## src/rtl/cdc_sync_multi.sv

```systemverilog
// -----------------------------------------------------------------------------
// cdc_sync_multi
//   Multi-bit level synchroniser. Each of the WIDTH channels is an independent
//   single-bit flop chain that brings a foreign-domain level into clk_dest. An
//   optional per-channel stability filter and an optional edge detector sit
//   behind the chain.
//
// Parameters
//   WIDTH    number of independent channels (1..64)
//   STAGES   flops per synchroniser chain (2..4)
//   FILT     consecutive mismatching cycles before sync_out follows the chain;
//            0 bypasses the filter (0..255)
//   RST_VAL  reset value of every chain stage, prev and sync_out
//
// Ports
//   clk_dest    in   destination clock, rising edge
//   rst         in   asynchronous active-high reset
//   async_in    in   [WIDTH] foreign-domain levels
//   sync_out    out  [WIDTH] synchronised (and filtered) levels
//   rise_pulse  out  [WIDTH] one-cycle pulse on sync_out 0->1
//   fall_pulse  out  [WIDTH] one-cycle pulse on sync_out 1->0
//   changed     out  OR of all rise/fall pulse bits
//
// Build option
//   CDC_SYNC_MULTI_EDGE_EN  when defined, builds the prev register and the
//   pulse logic; when undefined, rise_pulse/fall_pulse/changed are tied low.
// -----------------------------------------------------------------------------
module cdc_sync_multi #(
   parameter int               WIDTH   = 4,
   parameter int               STAGES  = 2,
   parameter int               FILT    = 0,
   parameter logic [WIDTH-1:0] RST_VAL = '0
) (
   input  logic             clk_dest,
   input  logic             rst,
   input  logic [WIDTH-1:0] async_in,
   output logic [WIDTH-1:0] sync_out,
   output logic [WIDTH-1:0] rise_pulse,
   output logic [WIDTH-1:0] fall_pulse,
   output logic             changed
);

   generate
      if (STAGES < 2 || STAGES > 4) begin : g_bad_stages
         $error("cdc_sync_multi: STAGES must be 2..4");
      end
      if (FILT < 0 || FILT > 255) begin : g_bad_filt
         $error("cdc_sync_multi: FILT must be 0..255");
      end
      if (WIDTH < 1 || WIDTH > 64) begin : g_bad_width
         $error("cdc_sync_multi: WIDTH must be 1..64");
      end
   endgenerate

   // Plain flop chain: nothing may sit between stages, so that metastability
   // in stage 0 has a full clock period to resolve before it is used.
   logic [WIDTH-1:0] chain_q [STAGES];
   logic [WIDTH-1:0] last_stage;

   always_ff @(posedge clk_dest or posedge rst) begin
      if (rst) begin
         for (int s = 0; s < STAGES; s++) begin
            chain_q[s] <= RST_VAL;
         end
      end else begin
         chain_q[0] <= async_in;
         for (int s = 1; s < STAGES; s++) begin
            chain_q[s] <= chain_q[s-1];
         end
      end
   end

   assign last_stage = chain_q[STAGES-1];

   generate
      if (FILT == 0) begin : g_nofilt
         assign sync_out = last_stage;
      end else begin : g_filt
         localparam int            CW     = $clog2(FILT + 1);
         localparam logic [CW-1:0] CNT_TC = CW'(FILT - 1);

         logic [CW-1:0]    cnt_q [WIDTH];
         logic [CW-1:0]    cnt_d [WIDTH];
         logic [WIDTH-1:0] out_q;
         logic [WIDTH-1:0] out_d;

         // A channel's counter runs only while the chain disagrees with the
         // output; any agreement clears it, so a short pulse leaves no trace.
         // The update lands on the FILT-th consecutive mismatching edge.
         always_comb begin
            out_d = out_q;
            for (int i = 0; i < WIDTH; i++) begin
               cnt_d[i] = '0;
               if (last_stage[i] != out_q[i]) begin
                  if (cnt_q[i] == CNT_TC) begin
                     out_d[i] = last_stage[i];
                  end else begin
                     cnt_d[i] = cnt_q[i] + 1'b1;
                  end
               end
            end
         end

         always_ff @(posedge clk_dest or posedge rst) begin
            if (rst) begin
               out_q <= RST_VAL;
               for (int i = 0; i < WIDTH; i++) begin
                  cnt_q[i] <= '0;
               end
            end else begin
               out_q <= out_d;
               cnt_q <= cnt_d;
            end
         end

         assign sync_out = out_q;
      end
   endgenerate

`ifdef CDC_SYNC_MULTI_EDGE_EN
   // prev resets to the same value as sync_out, so no pulse can appear
   // during reset or on the first cycle after release.
   logic [WIDTH-1:0] prev_q;

   always_ff @(posedge clk_dest or posedge rst) begin
      if (rst) begin
         prev_q <= RST_VAL;
      end else begin
         prev_q <= sync_out;
      end
   end

   assign rise_pulse = sync_out & ~prev_q;
   assign fall_pulse = ~sync_out & prev_q;
   assign changed    = |{rise_pulse, fall_pulse};
`else
   assign rise_pulse = '0;
   assign fall_pulse = '0;
   assign changed    = 1'b0;
`endif

endmodule

```

## config.mk

```make
export PLATFORM = sky130hd
export DESIGN_NAME = cdc_sync_multi
export DESIGN_NICKNAME = d
export VERILOG_FILES = /design/src/rtl/cdc_sync_multi.sv
export SDC_FILE = /design/constraint.sdc
export NUM_CORES = 1
export LEC_CHECK = 0
export ABC_CLOCK_PERIOD_IN_PS = 800
export CAP_MARGIN = 10
export CORE_AREA = 2 2 39 41
export DETAILED_ROUTE_END_ITERATION = 16
export DIE_AREA = 0 0 41 43
export PLACE_DENSITY = 0.6
export SYNTH_ARGS = -nofsm -noshare
export SYNTH_HDL_FRONTEND = slang
export SYNTH_SLANG_ARGS = --single-unit
export TNS_END_PERCENT = 30
```

## constraint.sdc

```tcl
create_clock -name clk_dest -period 0.8 [get_ports clk_dest]
set_input_delay 0.08 -clock clk_dest [delete_from_list [all_inputs] [get_ports clk_dest]]
set_output_delay 0.08 -clock clk_dest [all_outputs]
set_load 0.05 [all_outputs]
```

Word-level counts from Yosys, hierarchy flattened
Index checks and enable logic that the tools add are counted.
{"block": "totals", "output_inout_bits": 13, "mem_bits_ro": 0, "mem_count": 0, "wordCells": 2, "inputBits": 6, "latchBits": 0, "mem_bits_rw": 0, "regBits": 8}
{"block": "op_classes", "addsub": 0, "n_shift": 0, "n_mux": 0, "div": 0, "n_lt_le_gt_ge": 0, "bitwise": 0, "n_reduce_logical": 0, "n_eq_ne": 0, "n_mul": 0}

Depth between registers and ports, before layout
{"block": "depth", "word_depth": 0, "depth_mapped": 1, "ltp_nobuf": 1}

Least setup slack after synthesis
Ideal clock, no wire load.
{"block": "synth_timing", "path_kind": "register to output", "start": "register chain_q, in the netlist sync_out[0]", "end": "output sync_out[0]", "path_buffers": 1, "setup_slack_ns": 0.205, "arrival_time_ns": 0.515, "stages_incl_launch_ff": 2, "required_time_ns": 0.720, "cell_sequence": "dfrtp_1 -> buf_4"}
{"element": "start, declared", "line": "57", "source": "logic [WIDTH-1:0] chain_q [STAGES];"}
{"element": "start signal, assigned by index", "line": "68", "source": "chain_q[s] <= chain_q[s-1];"}
{"element": "end, declared", "line": "37", "source": "output logic [WIDTH-1:0] sync_out,"}
No word-level cell between the ends.

Worst setup path after layout
{"block": "layout_timing", "start": "register chain_q, in the netlist sync_out[2]", "end": "output sync_out[2]"}
No word-level cell between the ends.

==> results.md <==
* Max VDD drop at between 700 and 800 uV
* Place WS at 188.3 ps
* Critical path class: register to output port
* Core footprint at 1384 um2
* Crit-path cells: buf_12
* Die height at 43 um
* Commonest cells after routing, fill and taps aside: conb_1, dfrtp_1, clkdlybuf4s50_1
* Inst Count DP at 43
* Mean Syn Cell Area at ~13 um2
* Final WS setup at -63.54 ps
* Area fraction in compound gates after synthesis at 0%
* Cells after Synth at 23
* Post-layout instance area at about 410 um2
* Antenna violations before repair at 0
* Fin. Hold Viols at 0
* Post-Synth Simple-Gate Area at 0%
* Number of core rows at 14
* Ant. Diodes at 0
* Hold Crit Class: primary input to async pin
* Synth Area in XOR/XNOR at 0%
* Die Wd at 41 um
* Pin count of the biggest net entering global routing at 9
* Cell Area, Synth at 305.3 um2
* Static leakage at ~0.2 nW
* IO Pins at 19
* Critical Path Sink Type: output port
* Crit path largest cell delay at 390 ps
* Final-report max-slew violation count at 0
* Post-Synth Adder-Cell Area at 0%
* Max Cap Viol at 0
* Sequential-to-total area share from yosys stat at 65.57%
* Die area at between 1500 and 2000 um2
* CP Data Arrival Time at 780 ps
* Crit path max-delay family: flip-flops
* Commonest non-fill, non-tap cell in the layout: conb_1
* Yosys reg bits at 8
* CTS tree: yes
* Root Buffer: clkbuf_4
* Largest family of logic cells by synthesized area: buffers and inverters
* Post-Layout Cell Count at 46
* H-tree depth at 1
* Outcome: complete, but fails checks
* Setup violators final at 4
* Resize count post-CTS at 0
* Crit path buffers/inverters at 1
* Failing checks: setup timing
* Setup crit start: sync_out[2]$_DFF_PP0_
* Placer Congestion at ~0.52
* Max Freq at 1158 MHz
* Clk Latency, worst-skew pair at 240 ps
* Clk buf depth at 2
* Gr ovfl total at 0
* Final worst-path cycle share at 107.9%
* Minimum clock period at 863.5 ps
* Area after DPL at 387.9 um2
* DR pass1 iterations at 1
* Final worst clock skew at around 0.1 ps
* Required @ worst endpoint at 720 ps
* Total power at about 0.9 mW
* CP Max Fanout at 1
* CTS Buf Count at 3
* R2r startpoint: chain_q[5]$_DFF_PP0_
* Fin nets at 38
* CP max-delay cell: dfrtp_1
* Distinct cells, synth at 4
* Post-CTS setup buffers at 0
* Total number of vias at 138
* Wire length per cell at roughly 5.5 um
* Share of post-route cells with drive strength above 1 at 23.33%
* WL final at ~250 um
* Unrepaired setup endpoints after global routing: true
* # hold bufs at CTS at 0
* First-pass GRT wire length at 414 um
* Area Growth Syn to Fin at 34.43%
* Power per cell area at 2236 nW/um2
* Detailed-route DRC error count at 0
* Vias/cell at 3.000
* Antenna violation net count after detailed routing at 0
* CTS sink count at 8
* Port Buf Inserts at 9
* Worst Setup Start Kind: register
* DR iter-0 viols at 0
* Synth warn at 0
* Mux share of post-synthesis cell area at 0%
* Vias in the first global route at 139
* Total GRT Usage at 3.980%
* CTS clk-pin slew, worst paths at 50 ps
* Starting Density at 22.06%
-- power breakdown --
part | internal, mW | switching (mW) | total (mW)
clock network | 0.170 | 0.108 | 0.278
logic | 0.0603 | 0.142 | 0.203
registers | 0.426 | 0.0103 | 0.437
-- synth_stat cells, drive strengths merged --
cell	count	area, um2
buf	13	97.59
dfrtp	8	200.2
inv	1	3.750
conb	1	3.750
-- through the flow --
| stage | TNS (ps) | hold slack (ps) | util (%) |
|---|---|---|---|
| 2_1_floorplan | 0 | -104.3 | - |
| 3_3_place_gp | 0 | 332.6 | 28.03 |
| 3_5_place_dp | 0 | 337.9 | 28.03 |
| 4_1_cts | -309.6 | 80.10 | 29.66 |
| 5_1_grt | -349.3 | 125.5 | 29.66 |
| 6_report | -244.6 | 76.83 | 29.66 |
-- layout make-up --
cell class	count	area, um2
clock buffer	3	22.52
fill	147	973.4
inverter	1	3.754
multi-input combinational	9	33.78
sequential	8	200.2
tap	16	20.02
timing repair buffer	9	130.1
-- path summary, 6_finish.rpt --
path                                          to  slack, ps  cells after the start
setup / recovery                     sync_out[2]        -60                      1
hold / removal             sync_out[1]$_DFF_PP0_         80                      2
setup reg to reg           sync_out[1]$_DFF_PP0_        330                      0
hold reg to reg            sync_out[3]$_DFF_PP0_        350                      0
max in group asynchronous  sync_out[3]$_DFF_PP0_        510                      2
min in group clk_dest       chain_q[4]$_DFF_PP0_        280                      1
-- registers in the layout, indices dropped and copies added, names as in the netlist --
signal	flops
sync_out	4
chain_q	4
-- cell families after synthesis --
group	count (synthesis)
other cells	1
flops	8
buf+inv	14
-- metal layers --
metal | vias to the layer above | part of all wire (%) | track usage [%] | routed length (um)
met2 | 12 | 66 | 6.250 | 167
met4 | 0 | 0 | 6.000 | 0
li1 | 59 | - | - | -
met5 | - | 0 | 0 | 0
met1 | 67 | 20 | 2.373 | 50
met3 | 0 | 13 | 1.571 | 33
No activity file was read; power rests on OpenSTA's default activity.
==> edit 1: new RTL, same settings <==
The option `CDC_SYNC_MULTI_EDGE_EN` is turned on by a define.
--- a/src/rtl/cdc_sync_multi.sv
+++ b/src/rtl/cdc_sync_multi.sv
@@ -25,6 +25,8 @@
 //   CDC_SYNC_MULTI_EDGE_EN  when defined, builds the prev register and the
 //   pulse logic; when undefined, rise_pulse/fall_pulse/changed are tied low.
 // -----------------------------------------------------------------------------
+`define CDC_SYNC_MULTI_EDGE_EN
+
 module cdc_sync_multi #(
    parameter int               WIDTH   = 4,
    parameter int               STAGES  = 2,
Formal check against the unedited RTL: not equivalent (Yosys sat finds a counterexample within 4 cycles, from zero or initial values and one cycle with rst high).
==> edit 1 against the original RTL <==
  * The run still ends with setup timing left
  * Worst setup slack got worse by 380 ps
  * Non-clock buffer count increased by 19
  * Area after synthesis increased by 43%
  * Clock skew about the same
  * Sequential power increased by 51%
  * Routed wire length increased to 2.7 times the old value
  * Die area unchanged
  * Sequential cell count increased by 4
  * Final area increased by 110%
  * Total power increased by 53%
  * Clock power increased by 18%
  * Critical path depth increased by 2
  * Count of clock-buffer cells in the layout unchanged
  * Hold slack improved by 19 ps
  * Critical path type unchanged
==> edit 1: results (changes against the original RTL) <==
The prevailing post-synth register cell was sky130_fd_sc_hd__dfrtp_1 (unchanged). The run gives 295 (was 139) as the number of global-route vias before repair. The largest net degree at the start of global routing is 13 (was 9).

The clock transition at the registers of the reported paths was 60 ps. Clock latency on the worst-skew pair, taken at its later pin, is 250 ps. The vias per cell is 3.90 (was 3.00), and the worst clock skew is 0.118 ps (was 0.0974 ps). Highest net fanout along the worst path: 3 (was 1).

For the pin with the worst max-slew slack, the measured transition is 158 ps. Leading post-synthesis cells by cell area: sky130_fd_sc_hd__dfrtp_1 (69%), sky130_fd_sc_hd__xnor2_1 (8.0%), sky130_fd_sc_hd__and2b_1 (6.9%), sky130_fd_sc_hd__buf_4 (6.9%), sky130_fd_sc_hd__and2b_2 (4.0%) (was sky130_fd_sc_hd__dfrtp_1 (66%), sky130_fd_sc_hd__buf_4 (32%), sky130_fd_sc_hd__conb_1 (1.2%), sky130_fd_sc_hd__inv_1 (1.2%)). The logs give 285 (was 138) for the total vias in the final route and 0.917 mV (was 0.793 mV) for the worst-case vdd ir drop.

The proportion of synthesized flip-flops having asynchronous set or reset was 1.00 (unchanged); the Yosys warning count was 0 (unchanged). The number of distinct library cell variants in the gate-level netlist after synthesis came out at 8 (was 4). The routed length per placed instance is 9.26 um (was 5.48 um), and the number of antenna violations at the first check in global routing is 0 (unchanged).

The flow ran to the end, but the final reports show violations. The post-route DRC violation count came out at 0 (unchanged). For the static leakage, the log shows 0.409 nW (was 0.199 nW).

The pre-CTS setup slack was -201 ps (was 188 ps); the routability congestion estimate from global placement was 0.601 (was 0.522). The post-synth net total is 36, and the diode insertion count for antenna repair is 0 (unchanged). The share of the yosys chip area belonging to registers was 0.690 (was 0.656).

The minimum setup slack in the final design came out at -444 ps (was -63.5 ps). Number of placed instances, taps included: 67 (was 43). The fraction of layout instances using a drive strength above 1 was 0.579 (was 0.233); the data arrival time of the critical path was 1160 ps (was 780 ps).

The final net count was 65 (was 38); the final count of negative-setup-slack endpoints was 13 (was 4). Commonest cells in the synthesized netlist: sky130_fd_sc_hd__dfrtp_1 (12), sky130_fd_sc_hd__and2b_1 (4), sky130_fd_sc_hd__buf_4 (4), sky130_fd_sc_hd__xnor2_1 (4) (was sky130_fd_sc_hd__buf_4 (13), sky130_fd_sc_hd__dfrtp_1 (8), sky130_fd_sc_hd__conb_1 (1), sky130_fd_sc_hd__inv_1 (1)). For the total clock buffers created by CTS, the log shows 3 (unchanged). The H-tree depth came out at 1 (unchanged). The global-route wire length before repair came out at 1240 um (was 414 um). Clock root buffer: sky130_fd_sc_hd__clkbuf_4 (unchanged).

The number of iterations in the first detailed-routing pass was 1 (unchanged); the global-route total usage across every layer was 0.108 (was 0.0398). Violated checks: setup timing (unchanged). The tools report the count of filler cells inserted in the layout as 107 (was 147). For the deepest clock path buffer count, the log shows 2 (unchanged).

Class of the most critical hold timing path: input port to asynchronous set/reset pin (unchanged). Violation count after the first detailed-route iteration: 0 (unchanged). The count of input and output buffers was 18 (was 9). The per-instance average area after synthesis is 14.5 sq um (was 13.3 sq um).
edit 1: path summary, 6_finish.rpt:
check                             from          end  slack, ps  cells past startpoint
min                                rst  sync_out[3]        100                      3
max reg2reg                sync_out[2]    prev_q[2]        130                      1
min reg2reg                 chain_q[7]  sync_out[3]        350                      0
max in group asynchronous          rst  sync_out[2]        540                      3
max                          prev_q[0]      changed       -440                      3
min in group clk_dest      async_in[0]   chain_q[4]        260                      1
edit 1: final cells by class:
type	instances	area, sq um	area share
clock buffer	3	22.5	0.0258
inverter	1	3.75	0.00430
multi-input combinational	13	125	0.143
sequential	12	302	0.345
tap	16	20.0	0.0229
timing repair buffer	28	400	0.458
edit 1: cell families (layout without fill, tap and decap cells):
kind of cell              count (synthesis)  count (layout)  synth area share
xor gates and xnor gates                  4               4            0.0805
DFF                                      12              12             0.690
and+or+nand+nor                           9               9             0.152
buffers and inverters                     5              32            0.0776
edit 1: timing repair:
action	4_1_cts	5_1_grt
hold buffers	0	0
endpoints found under the setup margin	13	13
resized for setup	4	5
setup buffers	2	1
pin swaps	3	2
edit 1: report_power, final:
| group | leakage (nW) | switching [W] | internal, W |
|---|---|---|---|
| logic | 0.256 | 0.000193 | 0.000223 |
| registers | 0.139 | 0.0000230 | 0.000638 |
| clock network | 0.0138 | 0.000155 | 0.000173 |
edit 1: worst max-delay path, cell delays in order, from the launching register on:
cell and delay, ps:
sky130_fd_sc_hd__dfrtp_1 400, sky130_fd_sc_hd__xnor2_1 170, sky130_fd_sc_hd__nand4_1 150, sky130_fd_sc_hd__buf_12 180
edit 1: layer usage:
metal  GRT usage  up-vias  part of all wire
met5           0        -                 0
met4      0.0800        0                 0
met3      0.0157        0             0.071
met2       0.169       12              0.58
met1       0.126      130              0.34
li1            -      143                 -
edit 1: per-stage QoR:
step	hold slack (ps)	setup TNS (ps)	util	power [W]	area (sq um)
global route	117	-5400	0.631	0.00148	873
detailed placement	337	-910	0.573	0.00106	793
floorplan	-55.3	-1230	-	0.000856	440
CTS	89.6	-4860	0.610	0.00142	845
global placement	332	-711	0.573	0.00105	793
finish	95.8	-4690	0.631	0.00141	873
==> edit 2: new RTL, same settings <==
Made on the original files. Add an input register stage for `async_in`, cleared by the reset; this delays it by one clock.
--- a/src/rtl/cdc_sync_multi.sv
+++ b/src/rtl/cdc_sync_multi.sv
@@ -40,6 +40,16 @@
    output logic             changed
 );
 
+   logic [WIDTH-1:0] async_q;
+
+   always_ff @(posedge clk_dest or posedge rst) begin
+      if (rst) begin
+         async_q <= '0;
+      end else begin
+         async_q <= async_in;
+      end
+   end
+
    generate
       if (STAGES < 2 || STAGES > 4) begin : g_bad_stages
          $error("cdc_sync_multi: STAGES must be 2..4");
@@ -63,7 +73,7 @@
             chain_q[s] <= RST_VAL;
          end
       end else begin
-         chain_q[0] <= async_in;
+         chain_q[0] <= async_q;
          for (int s = 1; s < STAGES; s++) begin
             chain_q[s] <= chain_q[s-1];
          end
Formal check against the unedited RTL: not equivalent (Yosys sat finds a counterexample within 4 cycles, from zero or initial values and one cycle with rst high).
==> edit 2 against the original RTL <==
  * The run still ends with setup timing left
  * Final area up 30%
  * Total power up 44%
  * Die area did not move
  * Routed wire length grew 40%
  * Worst setup slack lost 33 ps
  * Sequential cell count up 4
  * Non-clock buffer count rose by 1
  * Area after synthesis rose by 33%
  * Critical path type unchanged
==> edit 2: results (changes against the original RTL) <==
The worst-case vdd ir drop was 0.967 mV (was 0.793 mV); the final count of negative-setup-slack endpoints was 4 (unchanged). The final total power came out at 0.00132 W (was 0.000918 W). Launch instance of the worst register-to-register path: async_q[3] (was chain_q[5]). Clock transition at the registers of the reported paths: 70 ps (was 50 ps). Violated checks: setup timing (unchanged).

Global-route total usage across every layer: 0.0585 (was 0.0398). The tools report the met2 track demand over resource in global routing as 0.0688 (was 0.0625). The proportion of power drawn by flip-flops and latches came out at 0.491 (was 0.476). The switching share of total power was 0.261 (was 0.285). The per-instance average area after synthesis works out to 15.0 sq um (was 13.3 sq um). The final setup TNS was -378 ps (was -245 ps); the routed length per placed instance was 6.79 um (was 5.48 um).

The met1 capacity usage during global routing is 0.0690 (was 0.0237), and the number of global-route vias before repair is 166 (was 139). The tools report the worst clock skew as 2.03 ps (was 0.0974 ps). The logs give 0.556 (was 0.522) for the routability congestion estimate from global placement and 127 (was 147) for the count of filler cells inserted in the layout. The global-route wire length before repair is 621 um (was 414 um), and the violation count after the first detailed-route iteration is 3 (was 0). The post-synthesis compound-gate area fraction is 0 (unchanged). The run gives 0.159 (was 0.221) as the combinational power share. For the number of iterations in the first detailed-routing pass, the log shows 2 (was 1).

Vias per cell: 3.35 (was 3.00). The number of placed instances, taps included came out at 48 (was 43). Leading post-synthesis cells by cell area: sky130_fd_sc_hd__dfrtp_1 (74%), sky130_fd_sc_hd__buf_4 (24%), sky130_fd_sc_hd__conb_1 (0.93%), sky130_fd_sc_hd__inv_1 (0.93%) (was sky130_fd_sc_hd__dfrtp_1 (66%), sky130_fd_sc_hd__buf_4 (32%), sky130_fd_sc_hd__conb_1 (1.2%), sky130_fd_sc_hd__inv_1 (1.2%)). The run gives 495 sq um (was 388 sq um) as the post-placement cell area. The largest net degree at the start of global routing came out at 13 (was 9). The fraction of layout instances using a drive strength above 1 is 0.250 (was 0.233). Commonest cells in the synthesized netlist: sky130_fd_sc_hd__buf_4 (13), sky130_fd_sc_hd__dfrtp_1 (12), sky130_fd_sc_hd__conb_1 (1), sky130_fd_sc_hd__inv_1 (1) (was sky130_fd_sc_hd__buf_4 (13), sky130_fd_sc_hd__dfrtp_1 (8), sky130_fd_sc_hd__conb_1 (1), sky130_fd_sc_hd__inv_1 (1)). The minimum setup slack in the final design was -96.4 ps (was -63.5 ps). The tools report the capture instance of the worst register-to-register path as chain_q[7] (was sync_out[1]). The run gives 0.741 (was 0.656) as the share of the yosys chip area belonging to registers. The run finished, with violations left. The tools report the clock latency at the later pin of the worst-skew pair as 270 ps (was 240 ps). The final worst hold slack came out at 100 ps (was 76.8 ps). The logs give 0.257 nW (was 0.199 nW) for the static leakage and 820 ps (was 780 ps) for the data arrival time of the critical path. The tools report the pre-CTS setup slack as 189 ps (was 188 ps).
-- edit 2: cell types whose count changed after synthesis --
| cell | delta |
|---|---|
| sky130_fd_sc_hd__dfrtp_1 | +4 |
-- edit 2: area by class of cell --
class	count	area, sq um	area share
clock buffers	4	36.3	0.0682
inverters	1	3.75	0.00706
flip-flops and latches	12	300	0.565
well taps	16	20.0	0.0376
multi-input cells	9	33.8	0.0635
repair buffers	10	138	0.259
-- edit 2: worst max path at each step --
stage / slack [ps] / end / start
floorplan: 210 / sync_out[0] / sync_out[0]
global placement: 190 / sync_out[1] / sync_out[1]
detailed placement: 190 / async_q[0] / async_in[0]
CTS: -110 / sync_out[1] / sync_out[1]
global route: -140 / sync_out[2] / sync_out[2]
finish: -100 / sync_out[0] / sync_out[0]
-- edit 2: layer usage --
metal  vias up  part of all wire
li1         74                 -
met1        84              0.34
met2        16              0.51
met3         0              0.15
met4         0                 0
met5         -                 0
-- edit 2: cell families after synthesis --
logic type / Yosys count
buffers and inverters: 14
DFF: 12
other: 1
